$ cat config.mk
export PLATFORM = sky130hd
export DESIGN_NAME = config_frame_loader
export DESIGN_NICKNAME = d
export VERILOG_FILES = /design/src/rtl/config_frame_loader.sv
export SDC_FILE = /design/constraint.sdc
export NUM_CORES = 1
export LEC_CHECK = 0
export CORE_MARGIN = 2
export CORE_UTILIZATION = 44
export CTS_CLUSTER_SIZE = 14
export DETAILED_ROUTE_END_ITERATION = 16
export MAX_ROUTING_LAYER = met4
export PLACE_DENSITY = 0.7
export SLEW_MARGIN = 20
export SYNTH_ARGS = -nofsm -noshare
export SYNTH_HDL_FRONTEND = slang
export SYNTH_SLANG_ARGS = --single-unit
$ cat constraint.sdc
create_clock -name CLK -period 2.3 [get_ports CLK]
set_clock_uncertainty 0.05 [all_clocks]
set_input_delay 0.46 -clock CLK [delete_from_list [all_inputs] [get_ports CLK]]
set_output_delay 0.46 -clock CLK [all_outputs]
set_load 0.03 [all_outputs]
$ cat src/rtl/config_frame_loader.sv
// config_frame_loader: assembles 32-bit config words into frames and drives latch data/strobes
// Ports: CLK/resetn (sync, active-low); s_data/s_valid/s_ready word stream in;
// frame_data latch D bus; frame_strobe one-hot latch enables; col_sel column select;
// frame_done commit pulse; err sticky error; frame_count saturating commit count.
// Optional trailer-parity check is enabled by defining CONFIG_FRAME_PARITY_EN.
module config_frame_loader #(
  parameter int FRAME_WORDS = 4,
  parameter int NUM_FRAMES  = 20,
  parameter int NUM_COLS    = 16,
  parameter int STROBE_LEN  = 2,
  parameter int HOLD_LEN    = 1
) (
  input  logic                        CLK,
  input  logic                        resetn,
  input  logic [31:0]                 s_data,
  input  logic                        s_valid,
  output logic                        s_ready,
  output logic [32*FRAME_WORDS-1:0]   frame_data,
  output logic [NUM_FRAMES-1:0]       frame_strobe,
  output logic [$clog2(NUM_COLS)-1:0] col_sel,
  output logic                        frame_done,
  output logic                        err,
  output logic [15:0]                 frame_count
);
  localparam int DW  = 32*FRAME_WORDS;
  localparam int CSW = $clog2(NUM_COLS);
  localparam int FIW = $clog2(NUM_FRAMES);
  localparam int WW  = $clog2(FRAME_WORDS+1);
  localparam int CW  = $clog2((STROBE_LEN > HOLD_LEN ? STROBE_LEN : HOLD_LEN) + 1);
  typedef enum logic [2:0] {IDLE, LOAD, SETUP, STROBE, HOLD} state_t;
  state_t          state;
  logic [DW-1:0]   buf_q;
  logic [DW-1:0]   shifted;
  logic [WW-1:0]   wcnt;
  logic [CW-1:0]   cnt;
  logic [CSW-1:0]  col;
  logic [FIW-1:0]  fidx;
  logic            xfer;
  logic            hdr_ok;
  logic            bump;
`ifdef CONFIG_FRAME_PARITY_EN
  logic [31:0]     par;
`endif
  assign s_ready = resetn && (state == IDLE || state == LOAD);
  assign xfer    = s_valid && s_ready;
  // newest word enters at the bottom so the first word ends up most significant
  assign shifted = DW'({buf_q, s_data});
  assign hdr_ok  = s_data[31:24] == 8'hFA && 32'(s_data[23:16]) < NUM_COLS &&
                   32'(s_data[7:0]) < NUM_FRAMES;
  // asserted on the edge that enters the last HOLD cycle
  assign bump    = (state == STROBE && cnt == CW'(STROBE_LEN-1) && HOLD_LEN == 1) ||
                   (state == HOLD && HOLD_LEN > 1 && cnt == CW'(HOLD_LEN-2));
  always_ff @(posedge CLK) begin
    if (!resetn) begin
      state        <= IDLE;
      buf_q        <= '0;
      wcnt         <= '0;
      cnt          <= '0;
      col          <= '0;
      fidx         <= '0;
      frame_data   <= '0;
      frame_strobe <= '0;
      col_sel      <= '0;
      frame_done   <= 1'b0;
      err          <= 1'b0;
      frame_count  <= '0;
`ifdef CONFIG_FRAME_PARITY_EN
      par          <= '0;
`endif
    end else begin
      case (state)
        IDLE: if (xfer) begin
          if (hdr_ok) begin
            col   <= CSW'(s_data[23:16]);
            fidx  <= FIW'(s_data[7:0]);
            wcnt  <= '0;
`ifdef CONFIG_FRAME_PARITY_EN
            par   <= '0;
`endif
            state <= LOAD;
          end else err <= 1'b1;
        end
        LOAD: if (xfer) begin
`ifdef CONFIG_FRAME_PARITY_EN
          if (wcnt == WW'(FRAME_WORDS)) begin
            if (s_data == par) begin
              frame_data <= buf_q;
              col_sel    <= col;
              state      <= SETUP;
            end else begin
              err   <= 1'b1;
              state <= IDLE;
            end
          end else begin
            buf_q <= shifted;
            par   <= par ^ s_data;
            wcnt  <= wcnt + 1'b1;
          end
`else
          buf_q <= shifted;
          wcnt  <= wcnt + 1'b1;
          if (wcnt == WW'(FRAME_WORDS-1)) begin
            frame_data <= shifted;
            col_sel    <= col;
            state      <= SETUP;
          end
`endif
        end
        SETUP: begin
          frame_strobe <= NUM_FRAMES'(1) << fidx;
          cnt          <= '0;
          state        <= STROBE;
        end
        STROBE: if (cnt == CW'(STROBE_LEN-1)) begin
          frame_strobe <= '0;
          cnt          <= '0;
          state        <= HOLD;
        end else cnt <= cnt + 1'b1;
        HOLD: if (cnt == CW'(HOLD_LEN-1)) begin
          col_sel <= '0;
          state   <= IDLE;
        end else cnt <= cnt + 1'b1;
        default: state <= IDLE;
      endcase
      frame_done <= bump;
      if (bump && frame_count != 16'hFFFF) frame_count <= frame_count + 1'b1;
    end
  end
endmodule

==> impl_metrics.csv <==
group,metric,value,unit
floorplan,die_w,158,microns
global_route,grt_overflow,0,
clock_network,clock_sinks,283,
status,outcome,"finished, final reports clean",
critical_path,arrival,1.72,ns
yosys,synth_compound_area_share,16.4,%
yosys,synthAdderAreaFrac,0.718,%
clock_network,clockBufferDepth,3,
sta,fin_crit_sh,97.0,%
sta,rsz0062_at_grt,"false",
sta,worst_slack,0.0685,ns
route,vias_per_cell,5.18,
global_route,grt_pass1_wl,43800,microns
yosys,synth_area_leaders,"dfxtp_1 (54%), nand2_1 (17%), a21oi_1 (12%)",
sta,drv_slew,0,
clock_network,clock-root-buffer,"clkbuf_16",
critical_path,r2r_slack,0.28,ns
critical_path,path_class,"flop to primary output",
clock_network,cts_hold_buf,0,
yosys,synth_top_area_share,54.2,%
global_route,grt_pass1_vias,8534,
clock_network,numCtsBuffers,30,
final_layout,fill_cells,2136,
final_layout,multi_input_area,0.00430,sq mm
route,dr.pass1.iters,5,
yosys,synth_edf_count,0,
floorplan,core_region_area,0.0234,sq mm
sta,setup_viol,0,
critical_path,crit_family,"buffers and inverters",
yosys,synthSimpleGateAreaFrac,23.0,%
critical_path,crit_chain,"clkdlybuf4s50_1",
yosys,ys.flop_type,"dfxtp_1",
critical_path,worst_ep_required_time,1.79,ns
final_layout,final_util,59.6,%
clock_network,htree_num_levels,1,
floorplan,initial_core_util,44.7,%
yosys,synth_top_family_by_area,"simple AND/OR/NAND/NOR gates",
sta,min_period,2.23,ns
yosys,syn-num-nets,1333,
power,powerDensity,698,mW/mm^2
yosys,netlist_instances,1292,
yosys,avgSynthCellArea,8.09,sq um
sta,worst_pin_slew,0.503,ns
sta,hold_violations,0,
critical_path,critical_path.max_fanout,9,
critical_path,path_buf_inv,1,
critical_path,start_kind,"flop",
final_layout,final_area,0.0139,sq mm
critical_path,cp_slowest_cell,"clkdlybuf4s50_1",
route,drcViolationCount,0,
route,vias,9411,
clock_network,path_clk_slew,0.06,ns
critical_path,critPathCaptureType,"primary output",
floorplan,die-area,0.0250,sq mm
yosys,yosys.area.top_type,"dfxtp_1",
yosys,seq_area_frac_synth,54.2,%
yosys,yosysMostFrequentCell,"nand2_1",
yosys,yosys.area_share.xor_xnor,0.0838,%
place,dpl_cell_area,0.0130,sq mm
yosys,synth_common_cells,"nand2_1 (466), dfxtp_1 (283), a21oi_1 (249)",
place,gp_congestion,0.848,
yosys,yosys_warnings,0,
yosys,netlist_area,0.0105,sq mm
global_route,grt_max_degree,77,
route,first_iter_violations,624,
final_layout,diodes,0,
yosys,synthMuxAreaShare,0.670,%
global_route,antenna_found_initial,0,
final_layout,fin_nets,1522,
final_layout,area_growth,33.4,%
place,dpl.hpwl,18400,microns
worst_hold_path,timing.hold.worst.class,"flop to flop",
sta,timing.slew.headroom,66.2,%
sta,fmax,448,MHz
run,maxCapViolCount,0,
floorplan,num_rows,56,
power,power.leakage,4.61,nW
place,portBuffers,205,
yosys,synth-seq-cells,283,
floorplan,ioPinCount,206,
final_layout,drive_above_1_share,7.21,%
yosys,synthDistinctLibCells,49,
route,wire_per_inst,15.2,microns
place,post-place-ws,-0.317,ns
final_layout,ff_latch_area,0.00567,sq mm
critical_path,max_stage_delay,0.72,ns
yosys,async_flop_share,0,%
route,final_antenna_net_count,0,
floorplan,die_h,158,microns
route,wl,27500,microns
global_route,grt_use_total,22.0,%
power,ir_drop,0.000435,V
clock_network,cts_tree,"done",
clock_network,clock_latency,0.54,ns
worst register-to-register path, cell delays in order, from the launching register on:
cell and delay [ns]:
dfxtp_1 0.35, ha_1 0.24, and3_1 0.25, and4_1 0.25, or4b_2 0.63, o211a_1 0.14
per-stage QoR:
step	setup TNS [ns]	cells	hold WS, ns	power [W]
2_1_floorplan	0	1292	0.379	0.00511
3_3_place_gp	-2.98	1768	0.388	0.00524
3_5_place_dp	-3.37	1768	0.394	0.00525
4_1_cts	0	1816	0.403	0.00983
5_1_grt	0	1816	0.414	0.0100
6_report	0	1816	0.400	0.00973
where the power goes:
group	leakage, nW	internal [W]	switching [W]
combinational	1.87	0.0000935	0.000142
sequential	2.28	0.00490	0.00000123
clock	0.464	0.00272	0.00186
cell families (layout without fill, tap and decap cells):
| kind of cell | after synthesis | count (layout) |
|---|---|---|
| XOR/XNOR | 1 | 1 |
| buffers and inverters | 108 | 313 |
| adder cells (fa/ha/maj) | 6 | 6 |
| AO/OA/AOI/OAI | 312 | 312 |
| flip-flops | 283 | 283 |
| AND/OR/NAND/NOR | 575 | 575 |
| multiplexers | 7 | 7 |
state kept, by name, summed over array words and instances, names as in the netlist:
signal / cells
frame_count: 16
cnt: 2
state: 3
frame_done: 1
frame_data: 128
err: 1
wcnt: 3
buf_q: 96
col_sel: 4
col: 4
fidx: 5
frame_strobe: 20
path summary, 6_finish.rpt:
kind             startpoint               to  depth (start not counted)
max          frame_count[8]   frame_count[8]                          1
min               buf_q[91]  frame_data[123]                          2
max reg2reg  frame_count[0]  frame_count[13]                          5
min reg2reg       buf_q[91]  frame_data[123]                          2
area by class of cell:
class	instances	share of cell area [%]
timing repair buffer	255	18.7
sequential	283	40.6
tap	319	2.86
inverter	10	0.323
multi-input combinational	901	30.8
clock inverter	7	0.449
clock buffer	41	6.26
per-layer routing:
layer | GRT usage [%] | vias up | wire [microns]
met5 | - | - | 0
met4 | 5.62 | 0 | 560
met3 | 3.56 | 45 | 1640
met2 | 35.5 | 266 | 13100
met1 | 29.1 | 4392 | 12300
li1 | - | 4708 | -
cell usage in the layout (no fill, tap or decap), types with 9 or more instances in the layout:
cell type        Yosys  routed
clkbuf_16            0      31
o31ai_1             12      12
a21oi_1            249     249
clkdlybuf4s50_1      0     202
nor2_1              31      31
dfxtp_1            283     283
nand3_1             10       9
nand2_1            466     465
buf_4                3      37
nor3_1              10      10
nand4_1             14      14
buf_12               0      14
a22oi_1             15      15
repair_timing:
item,in CTS,in global routing
gates resized for setup,0,2
setup buffers,0,0
setup endpoints to repair,0,2
Note: power is estimated with default switching activity, not from simulation.
